==> src/rtl/cplx_integrate_dump.sv <==
// Complex integrate-and-dump accumulator.
// Sums signed I/Q samples over a block of len beats (len==0 means
// 2^LEN_WIDTH beats) or until in_tlast, then presents one wide complex sum.
// AXI-Stream on both sides; a single output register with no skid buffer.
module cplx_integrate_dump #(
  parameter int DATA_WIDTH = 16,
  parameter int ACC_WIDTH  = 40,
  parameter int LEN_WIDTH  = 16
) (
  input  logic                     clk,
  input  logic                     reset,
  input  logic [LEN_WIDTH-1:0]     len,
  input  logic [2*DATA_WIDTH-1:0]  in_tdata,
  input  logic                     in_tvalid,
  input  logic                     in_tlast,
  output logic                     in_tready,
  output logic [2*ACC_WIDTH-1:0]   out_tdata,
  output logic                     out_tvalid,
  output logic                     out_tlast,
  input  logic                     out_tready,
  output logic [LEN_WIDTH-1:0]     out_count
);

  typedef enum logic {IDLE = 1'b0, ACC = 1'b1} state_t;

  // Sign-extend one input component to accumulator width.
  function automatic logic [ACC_WIDTH-1:0] sext(input logic [DATA_WIDTH-1:0] v);
    sext = ACC_WIDTH'($signed(v));
  endfunction

  state_t                 state_r, state_s;
  logic [ACC_WIDTH-1:0]   acc_i_r, acc_q_r, acc_i_s, acc_q_s;
  logic [LEN_WIDTH-1:0]   cnt_r, cnt_s, len_r, len_s;
  logic [ACC_WIDTH-1:0]   samp_i_s, samp_q_s, sum_i_s, sum_q_s;
  logic [LEN_WIDTH-1:0]   fin_cnt_s;
  logic                   accept_s, dump_s;

  // Ready only when the output register is empty or being drained this cycle.
  assign in_tready = !out_tvalid || out_tready;
  assign accept_s  = in_tvalid && in_tready;
  assign samp_i_s  = sext(in_tdata[2*DATA_WIDTH-1:DATA_WIDTH]);
  assign samp_q_s  = sext(in_tdata[DATA_WIDTH-1:0]);

  // Next-state, accumulator update and dump decision.
  always_comb begin
    state_s   = state_r;
    acc_i_s   = acc_i_r;
    acc_q_s   = acc_q_r;
    cnt_s     = cnt_r;
    len_s     = len_r;
    dump_s    = 1'b0;
    sum_i_s   = acc_i_r + samp_i_s;
    sum_q_s   = acc_q_r + samp_q_s;
    fin_cnt_s = cnt_r + LEN_WIDTH'(1);
    case (state_r)
      IDLE: begin
        // First beat of a block loads rather than adds.
        sum_i_s   = samp_i_s;
        sum_q_s   = samp_q_s;
        fin_cnt_s = LEN_WIDTH'(1);
        if (accept_s) begin
          len_s = len;
          if ((len == LEN_WIDTH'(1)) || in_tlast) begin
            dump_s  = 1'b1;
            acc_i_s = {ACC_WIDTH{1'b0}};
            acc_q_s = {ACC_WIDTH{1'b0}};
            cnt_s   = {LEN_WIDTH{1'b0}};
            state_s = IDLE;
          end else begin
            acc_i_s = samp_i_s;
            acc_q_s = samp_q_s;
            cnt_s   = LEN_WIDTH'(1);
            state_s = ACC;
          end
        end else begin
          cnt_s = {LEN_WIDTH{1'b0}};
        end
      end
      ACC: begin
        if (accept_s) begin
          // cnt+1 wraps to zero for len==0, giving a 2^LEN_WIDTH block.
          if ((fin_cnt_s == len_r) || in_tlast) begin
            dump_s  = 1'b1;
            acc_i_s = {ACC_WIDTH{1'b0}};
            acc_q_s = {ACC_WIDTH{1'b0}};
            cnt_s   = {LEN_WIDTH{1'b0}};
            state_s = IDLE;
          end else begin
            acc_i_s = sum_i_s;
            acc_q_s = sum_q_s;
            cnt_s   = fin_cnt_s;
            state_s = ACC;
          end
        end else begin
          state_s = ACC;
        end
      end
      default: begin
        state_s = IDLE;
        acc_i_s = {ACC_WIDTH{1'b0}};
        acc_q_s = {ACC_WIDTH{1'b0}};
        cnt_s   = {LEN_WIDTH{1'b0}};
      end
    endcase
  end

  // Accumulator, counter, latched length and state registers.
  always_ff @(posedge clk) begin
    if (reset) begin
      state_r <= IDLE;
      acc_i_r <= {ACC_WIDTH{1'b0}};
      acc_q_r <= {ACC_WIDTH{1'b0}};
      cnt_r   <= {LEN_WIDTH{1'b0}};
      len_r   <= {LEN_WIDTH{1'b0}};
    end else begin
      state_r <= state_s;
      acc_i_r <= acc_i_s;
      acc_q_r <= acc_q_s;
      cnt_r   <= cnt_s;
      len_r   <= len_s;
    end
  end

  // Output register: load on dump, clear on consume, otherwise hold.
  always_ff @(posedge clk) begin
    if (reset) begin
      out_tvalid <= 1'b0;
      out_tlast  <= 1'b0;
      out_tdata  <= {(2*ACC_WIDTH){1'b0}};
      out_count  <= {LEN_WIDTH{1'b0}};
    end else if (dump_s) begin
      out_tvalid <= 1'b1;
      out_tlast  <= in_tlast;
      out_tdata  <= {sum_i_s, sum_q_s};
      out_count  <= fin_cnt_s;
    end else if (out_tready) begin
      out_tvalid <= 1'b0;
    end else begin
      out_tvalid <= out_tvalid;
    end
  end

endmodule

==> config.mk <==
export PLATFORM = sky130hd
export DESIGN_NAME = cplx_integrate_dump
export DESIGN_NICKNAME = d
export VERILOG_FILES = /design/src/rtl/cplx_integrate_dump.sv
export SDC_FILE = /design/constraint.sdc
export NUM_CORES = 1
export LEC_CHECK = 0
export BUFFER_PORTS_ARGS = -buffer_cell sky130_fd_sc_hd__buf_2
export CORE_MARGIN = 8
export CORE_UTILIZATION = 55
export CTS_CLUSTER_SIZE = 25
export DETAILED_ROUTE_END_ITERATION = 10
export GPL_TIMING_DRIVEN = 0
export PLACE_DENSITY_LB_ADDON = 0.05
export SETUP_SLACK_MARGIN = 0.1
export SKIP_CTS_REPAIR_TIMING = 1
export SLEW_MARGIN = 30
export SYNTH_ARGS = -nofsm -noshare
export SYNTH_HDL_FRONTEND = slang
export SYNTH_SLANG_ARGS = --single-unit
==> constraint.sdc <==
create_clock -name clk -period 9.2 [get_ports clk]
set_input_delay 0.46 -clock clk [delete_from_list [all_inputs] [get_ports clk]]
set_output_delay 0.46 -clock clk [all_outputs]
set_load 0.005 [all_outputs]
==> implementation parameters, run 1 <==
Parameter                              Value

Die
  Die extent in x    170.9 µm
  Placement row count    56
  Starting density of the core    ~56%
  Core Box Area    approximately 24000 µm²
  Number of ports placed on the die boundary    between 150 and 200
  Chip Height    170.9 µm
  Die outline area    29200 µm²

Global route
  Overall track demand over capacity in global routing    29.93%
  Residual overflow from global routing    0
  Global-route wire length before repair    70170 µm
  Largest net degree at the start of global routing    30
  Via count of the first global-routing pass    13061
  Initial antenna violation count    1

Synth
  Simple-gate share of the synthesized area    20.27%
  Post-synth net total    roughly 1800
  Cell accounting for the most synthesized area    sky130_fd_sc_hd__dfxtp_1
  Average instance area after synthesis    just under 8 µm²
  Fraction of the mapped netlist area in compound gates    approximately 28%
  FF+latch count, synth    211
  Adder and majority cell fraction of the synthesized area    7.795%
  Number of enable-type register cells in the synthesized netlist    0
  Dominant combinational cell family by area after synthesis    compound AO/OA/AOI/OAI gates
  Proportion of synthesized chip area in sequential cells    32.02%
  Post-synthesis async set-or-reset flop share    0%
  Top flip-flop cell by instance count after synthesis    sky130_fd_sc_hd__dfxtp_1
  Top cells by count, synth    sky130_fd_sc_hd__dfxtp_1, sky130_fd_sc_hd__nand2_1, sky130_fd_sc_hd__nor2_1
  Share of the synthesized area in the top cell type    around a third
  Synthesized-area fraction occupied by xor and xnor cells    a little over 6%
  Mux cell area share after synthesis    0.7112%
  Yosys cell types    75
  Post-Synthesis Cells    ~1700
  Most numerous cell in the Yosys netlist    sky130_fd_sc_hd__dfxtp_1
  Top post-synthesis cells by area    sky130_fd_sc_hd__dfxtp_1, sky130_fd_sc_hd__ha_1, sky130_fd_sc_hd__a21oi_1
  Syn. warnings    0
  Synthesized cell area    approximately 13000 µm²

Setup path
  Endpoint class of the critical path    flip-flop
  CP Cell Sequence    ha_1 > inv_1 > fa_1 > nand2b_1 > a21oi_1 > o211ai_1 > a211oi_2 > o41ai_1 > o21a_1 > o41ai_1 > a2111oi_0 > a311oi_1 > a211oi_1
  Critical-path cell with the highest stage delay    sky130_fd_sc_hd__o41ai_1
  Most used cell, CP    sky130_fd_sc_hd__o41ai_1
  Highest cell delay on the worst timing path    around 840 ps
  Crit path required time    approximately 9600 ps
  Category of the critical setup timing path    flip-flop to flip-flop
  Kind of cell with the highest combined delay on the critical path    compound AO/OA/AOI/OAI gates
  Buffering stage count on the worst path with inverters included    1
  Critical-path maximum fanout    4
  Worst Setup Start Kind    flip-flop
  Worst Path Arrival    approximately 4700 ps

Timing
  RSZ-0062 raised after global routing    no
  Fraction of the cycle the final worst path needs    a little under half
  Count of final setup violators    0
  Maximum clock frequency    232.1 MHz
  Layout Skew    between 15 and 20 ps
  Final-report hold violation count    0
  Pins over their slew limit    0
  Final setup TNS    0 ps
  Crit path setup slack, layout    roughly 4900 ps
  Final hold slack    about 170 ps
  Worst relative slew slack    approximately 41%
  Final critical path time including I/O delays and setup    approximately 4300 ps
  Worst-margin pin slew    a little under 900 ps

Clock tree
  Clock latency of the later-clocked register in the worst-skew pair    540 ps
  TritonCTS sink count    ~210
  Buffer levels on the longest clock path    3
  Clock transition at the register clock pins on the worst setup and hold paths after CTS    60 ps
  Num CTS Buffers    25
  Clock root cell    sky130_fd_sc_hd__clkbuf_16
  CTS HTree Levels    1
  TritonCTS clock tree    yes

Power and ir drop
  Switching pwr    between 800 and 900 µW
  Internal power summed over all cells    between 1500 and 2000 µW
  Clock network fraction of total power    38.1%
  Proportion of power drawn by combinational gates    between 20% and 30%
  Leakage    roughly 0.0064 µW
  Sequential group share of total power    ~37%
  Worst vdd ir    between 0.15 and 0.2 mV
  Net switching share of the total power    about a third
  Areal power density over the cells    between 150 and 200 nW/µm²

Detailed routing
  Wirelength per Cell    between 20 and 25 µm
  Number of detailed-route iterations in the first pass    5
  Antenna Violating Nets Remaining    0
  Final wirelength    45000 µm
  Vias per std cell    ~6.2
  Number of remaining DRC errors    0
  1st-iter DRT viols    around 1100
  Via count of the routed design    13713

Placement
  Worst slack at placement    4732 ps
  Hpwl dp    between 30000 and 40000 µm
  Total cell area at the placement stage    14360 µm²
  Number of input and output port buffers inserted    approximately 150
  GP Congestion    between 0.9 and 1

Final layout
  Number of antenna cells inserted    0
  Share of cells above drive strength 1    between 10% and 20%
  Area of all placed cells without fillers    15210 µm²
  Number of nets in the layout    around 2000
  Filler instances    ~2200
  Area delta synth->final    15.30%

Hold path
  Path category of the worst min-delay check    input port to flip-flop

Job
  # Max-Cap Violations    0

Status
  Result of the run    finished, final reports clean
power by group through the flow:
stage | sequential, µW | combinational (µW) | clock [µW]
floorplan | 1030 | 457 | 0
global placement | 1040 | 652 | 0
detailed placement | 1040 | 661 | 0
CTS | 1020 | 666 | 1050
global route | 1030 | 745 | 1090
finish | 1020 | 675 | 1040
flip-flops by register name, summed over array words and instances, names as in the netlist:
| register | flops |
|---|---|
| len_r | 16 |
| out_tdata | 80 |
| cnt_r | 16 |
| state_r | 1 |
| acc_q_r | 40 |
| out_tvalid | 1 |
| out_tlast | 1 |
| acc_i_r | 40 |
| out_count | 16 |
layout make-up:
cell class | count | area (µm²) | area share, %
well taps | 319 | 399.1 | 2.624
repair buffers | 151 | 755.7 | 4.968
clock inverters | 12 | 170.2 | 1.119
plain buffers | 122 | 521.8 | 3.430
flip-flops and latches | 211 | 4224 | 27.77
multi-input cells | 1348 | 8347 | 54.87
inverters | 29 | 108.9 | 0.7156
clock buffers | 33 | 685.7 | 4.507
through the flow:
step                power [µW]  std cells  utilization, %
finish                    2739       2225           64.62
global placement          1689       2180           60.95
global route              2861       2225           64.62
floorplan                 1489       1710               -
detailed placement        1700       2180           60.98
CTS                       2737       2225           64.62
layout by cell type, fill, tap and decap left out, types with 5 or more instances in the layout:
| cell type | n |
|---|---|
| sky130_fd_sc_hd__dfxtp_1 | 211 |
| sky130_fd_sc_hd__nand2_1 | 204 |
| sky130_fd_sc_hd__nor2_1 | 184 |
| sky130_fd_sc_hd__a21oi_1 | 172 |
| sky130_fd_sc_hd__buf_2 | 169 |
| sky130_fd_sc_hd__o21ai_0 | 149 |
| sky130_fd_sc_hd__clkbuf_1 | 99 |
| sky130_fd_sc_hd__ha_1 | 79 |
| sky130_fd_sc_hd__xnor2_1 | 58 |
| sky130_fd_sc_hd__a211oi_1 | 50 |
| sky130_fd_sc_hd__a31oi_1 | 40 |
| sky130_fd_sc_hd__nand3_1 | 39 |
| sky130_fd_sc_hd__a21o_1 | 37 |
| sky130_fd_sc_hd__a311oi_1 | 37 |
| sky130_fd_sc_hd__inv_1 | 28 |
| sky130_fd_sc_hd__clkbuf_16 | 25 |
| sky130_fd_sc_hd__xor2_1 | 24 |
| sky130_fd_sc_hd__nor3_1 | 22 |
| sky130_fd_sc_hd__nand2b_1 | 18 |
| sky130_fd_sc_hd__and3_1 | 18 |
| sky130_fd_sc_hd__nand4_1 | 15 |
| sky130_fd_sc_hd__or3_1 | 13 |
| sky130_fd_sc_hd__nor2b_1 | 12 |
| sky130_fd_sc_hd__nor3b_1 | 11 |
| sky130_fd_sc_hd__nor4_1 | 10 |
| sky130_fd_sc_hd__o21a_1 | 10 |
| sky130_fd_sc_hd__and2_1 | 9 |
| sky130_fd_sc_hd__o21ai_1 | 8 |
| sky130_fd_sc_hd__o21bai_1 | 8 |
| sky130_fd_sc_hd__o211ai_1 | 7 |
| sky130_fd_sc_hd__a41oi_1 | 7 |
| sky130_fd_sc_hd__o31a_1 | 7 |
| sky130_fd_sc_hd__o221a_2 | 6 |
| sky130_fd_sc_hd__mux2i_1 | 6 |
| sky130_fd_sc_hd__buf_4 | 5 |
| sky130_fd_sc_hd__a221oi_1 | 5 |
| sky130_fd_sc_hd__o31ai_1 | 5 |
| sky130_fd_sc_hd__clkinv_2 | 5 |
tightest hold or removal path: cells and delay by family:
kind	cells	cell delay (ps)
compound gates	1	50
buf+inv	1	100
simple gates	1	50
kinds of logic after synthesis:
group / count (synthesis)
adders and majority gates: 81
buffers and inverters: 151
and+or+nand+nor: 579
AOI/OAI and AO/OA: 593
muxes: 9
xor gates and xnor gates: 86
DFF: 211
final timing paths:
| check | from | cells after the start | end | slack, ps |
|---|---|---|---|---|
| max reg2reg | acc_q_r[0]$_SDFFE_PP0P_ | 13 | out_tdata[38]$_SDFFE_PP0P_ | 4890 |
| min | len[15] | 3 | len_r[15]$_SDFFE_PP0P_ | 170 |
| max | acc_q_r[0]$_SDFFE_PP0P_ | 13 | out_tdata[38]$_SDFFE_PP0P_ | 4890 |
| min reg2reg | out_count[1]$_SDFFE_PP0P_ | 2 | out_count[1]$_SDFFE_PP0P_ | 450 |
metal layers:
layer / vias to the layer above / GRT usage, % / share of wire, %
met4: 2 / 12.63 / 4.3
met2: 498 / 49.65 / 45
met5: - / 0 / 0.029
met1: 6501 / 37.75 / 43
li1: 6592 / - / -
met3: 120 / 5.439 / 7.3
No activity file was read; power rests on OpenSTA's default activity.
==> inputs of run 2 (changes only) <==
--- a/config.mk
+++ b/config.mk
@@ -5,6 +5,7 @@
 export SDC_FILE = /design/constraint.sdc
 export NUM_CORES = 1
 export LEC_CHECK = 0
+export ABC_AREA = 1
 export BUFFER_PORTS_ARGS = -buffer_cell sky130_fd_sc_hd__buf_2
 export CORE_MARGIN = 8
 export CORE_UTILIZATION = 55
==> constraint.sdc (replaced) <==
create_clock -name clk -period 3.78 [get_ports clk]
set_input_delay 0.189 -clock clk [delete_from_list [all_inputs] [get_ports clk]]
set_output_delay 0.189 -clock clk [all_outputs]
set_load 0.005 [all_outputs]
==> implementation parameters, run 2 <==
Parameter                              Value

Synth
  Share of the synthesized area in the top cell type    28.29%
  FF+latch count, synth    approximately 210
  Post-synthesis async set-or-reset flop share    0%
  Top cells by count, synth    sky130_fd_sc_hd__nand2_1, sky130_fd_sc_hd__nor2_1, sky130_fd_sc_hd__a21oi_1
  Post-Synthesis Cells    ~2500
  Post-synth net total    2593
  Most numerous cell in the Yosys netlist    sky130_fd_sc_hd__nand2_1
  Yosys cell types    38
  Cell accounting for the most synthesized area    sky130_fd_sc_hd__dfxtp_1
  Top flip-flop cell by instance count after synthesis    sky130_fd_sc_hd__dfxtp_1
  Proportion of synthesized chip area in sequential cells    approximately 28%
  Number of enable-type register cells in the synthesized netlist    0
  Synthesized cell area    14930 µm²
  Average instance area after synthesis    between 6 and 7 µm²
  Top post-synthesis cells by area    sky130_fd_sc_hd__dfxtp_1, sky130_fd_sc_hd__nand2_1, sky130_fd_sc_hd__nor2_1
  Syn. warnings    0

Timing
  Final hold slack    -36.05 ps
  Layout Skew    20.23 ps
  Fraction of the cycle the final worst path needs    86.37%
  Final critical path time including I/O delays and setup    about 3300 ps
  Pins over their slew limit    0
  Worst-margin pin slew    around 1000 ps
  Final setup TNS    0 ps
  Maximum clock frequency    approximately 310 MHz
  Count of final setup violators    0
  Final-report hold violation count    7
  Worst relative slew slack    just under 30%
  RSZ-0062 raised after global routing    no

Setup path
  Endpoint class of the critical path    flip-flop
  Most used cell, CP    sky130_fd_sc_hd__clkbuf_1
  CP Cell Sequence    clkbuf_1 > clkbuf_1 > clkbuf_1 > buf_1 > nand3_1 > a21oi_1
  Crit path required time    between 4000 and 5000 ps
  Startpoint of the worst-slack reg-to-reg timing path    state_r$_SDFF_PP0_
  First element of the critical path    state_r$_SDFF_PP0_
  Number of gates on the worst path with buffers counted    6
  Critical-path maximum fanout    10
  Kind of cell with the highest combined delay on the critical path    buffers and inverters
  Worst Path Arrival    3730 ps
  Highest cell delay on the worst timing path    810 ps
  Depth of the worst register-to-register path    6
  Buffering stage count on the worst path with inverters included    4
  Register-to-Register Setup Slack    520 ps
  Capture point of the worst path    acc_i_r[9]$_SDFFE_PP0P_
  Category of the critical setup timing path    flip-flop to flip-flop
  Worst R2R End    acc_i_r[9]$_SDFFE_PP0P_
  Critical-path cell with the highest stage delay    sky130_fd_sc_hd__clkbuf_1
  Worst Setup Start Kind    flip-flop

Final layout
  Most common cell after layout, fill and taps aside    sky130_fd_sc_hd__nand2_1
  Register name with the most flops    out_tdata
  Area delta synth->final    13.96%
  Commonest non-fill, non-tap cells in the layout    sky130_fd_sc_hd__nand2_1, sky130_fd_sc_hd__nor2_1, sky130_fd_sc_hd__a21oi_1
  Leading registers by flop count    out_tdata (80), acc_i_r (40), acc_q_r (40)
  Share of cells above drive strength 1    9.778%
  Filler instances    roughly 2600
  Max FFs per register    80
  Number of nets in the layout    2777

Global route
  Overall track demand over capacity in global routing    between 30 and 40%
  Global-route wire length before repair    88970 µm
  Via count of the first global-routing pass    16546
  Largest net degree at the start of global routing    27
  Residual overflow from global routing    0
  Initial antenna violation count    2

Clock tree
  CTS HTree Levels    1
  Buffer levels on the longest clock path    3
  Clock latency of the later-clocked register in the worst-skew pair    around 550 ps
  TritonCTS sink count    211
  Num CTS Buffers    26
  Clock transition at the register clock pins on the worst setup and hold paths after CTS    ~60 ps
  Clock root cell    sky130_fd_sc_hd__clkbuf_16
  TritonCTS clock tree    yes

Hold path
  Path category of the worst min-delay check    input port to flip-flop

Detailed routing
  Wirelength per Cell    19.34 µm
  Vias per std cell    between 5 and 6
  Number of detailed-route iterations in the first pass    6
  Via count of the routed design    about 18000
  1st-iter DRT viols    ~2200
  Number of remaining DRC errors    0
  Antenna Violating Nets Remaining    0
  Final wirelength    58080 µm

Die
  Die outline area    around 33000 µm²
  Starting density of the core    between 50% and 60%
  Number of ports placed on the die boundary    152
  Die extent in x    ~180 µm
  Core Box Area    roughly 27000 µm²
  Chip Height    180.8 µm
  Placement row count    60

Placement
  GP Congestion    ~1.0
  Hpwl dp    between 40000 and 50000 µm
  Number of input and output port buffers inserted    150

Status
  Failing checks    hold timing
  Result of the run    finished with violations

Power and ir drop
  Worst vdd ir    0.4234 mV
  Switching pwr    2506 µW
  Leakage    ~0.008 µW
  Net switching share of the total power    between 30% and 40%
  Clock network fraction of total power    between 30% and 40%
  Proportion of power drawn by combinational gates    roughly 28%
  Sequential group share of total power    35.8%
  Areal power density over the cells    slightly above 400 nW/µm²
  Internal power summed over all cells    4462 µW

Job
  # Max-Cap Violations    0
==> run 2: layer usage <==
layer	part of all wire, %	global-route usage (%)	vias to the layer above	wire [µm]
li1	-	-	8386	-
met1	43	45.72	8185	24720
met5	0.022	0	-	13
met2	43	52.26	1072	24690
met3	11	6.640	185	6542
met4	3.6	11.87	2	2109
==> run 2: cell type report <==
class                           count  area (µm²)  share of cell area [%]
Multi-Input combinational cell   1911        9383                   55.15
Sequential cell                   211        4224                   24.83
Inverter                          239       898.4                   5.280
Timing Repair Buffer              156       810.8                   4.765
Clock buffer                       33       728.2                   4.280
Tap cell                          341       426.7                   2.508
Buffer                             98       424.2                   2.493
Clock inverter                     11       111.4                  0.6545
Antenna cell                        3       7.507                 0.04412
==> run 2: worst register-to-register path: stages (launching register included) <==
cell and delay [ps]:
sky130_fd_sc_hd__dfxtp_1 330, sky130_fd_sc_hd__clkbuf_1 430, sky130_fd_sc_hd__clkbuf_1 610, sky130_fd_sc_hd__clkbuf_1 810, sky130_fd_sc_hd__buf_1 660, sky130_fd_sc_hd__nand3_1 190
sky130_fd_sc_hd__a21oi_1 160
==> run 2: worst min path at each step <==
stage | end | slack, ps | depth (start not counted) | from
3_3_place_gp | len_r[10]$_SDFFE_PP0P_ | 450 | 2 | len_r[10]$_SDFFE_PP0P_
4_1_cts | len_r[14]$_SDFFE_PP0P_ | -60 | 3 | len[14]
6_report | len_r[0]$_SDFFE_PP0P_ | -40 | 3 | len[0]
2_1_floorplan | len_r[0]$_SDFFE_PP0P_ | 380 | 2 | len[0]
5_1_grt | len_r[0]$_SDFFE_PP0P_ | 6 | 3 | len[0]
3_5_place_dp | out_count[14]$_SDFFE_PP0P_ | 450 | 2 | out_count[14]$_SDFFE_PP0P_
==> run 2: metrics by stage <==
stage          worst slack (ps)  std cells  util (%)  instance area, µm²  power (µW)
3_5_place_dp              695.1       2950     60.10               16110        4403
6_report                  515.0       3003     63.48               17010        6968
4_1_cts                   678.3       2994     63.23               16950        6891
5_1_grt                   332.8       3000     63.45               17010        7243
3_3_place_gp              724.5       2950     60.10               16110        4365
2_1_floorplan              1622       2459         -               14930        3761
==> run 2: power groups by stage <==
stage	combinational, µW	clock, µW	sequential (µW)
global route	2140	2600	2510
CTS	1890	2520	2490
finish	1960	2520	2490
detailed placement	1870	0	2530
global placement	1840	0	2530
floorplan	1240	0	2530
==> run 2: kinds of logic (layout without fill, tap and decap cells) <==
group                      after synthesis  in the layout  share of synthesized area [%]
AOI/OAI and AO/OA                      482            482                          16.71
other                                    0              3                              0
and+or+nand+nor                       1319           1319                          37.45
DFF                                    211            211                          28.29
buffers and inverters                  337            537                          8.859
adders and majority gates               81             81                          6.889
xor gates and xnor gates                29             29                          1.794
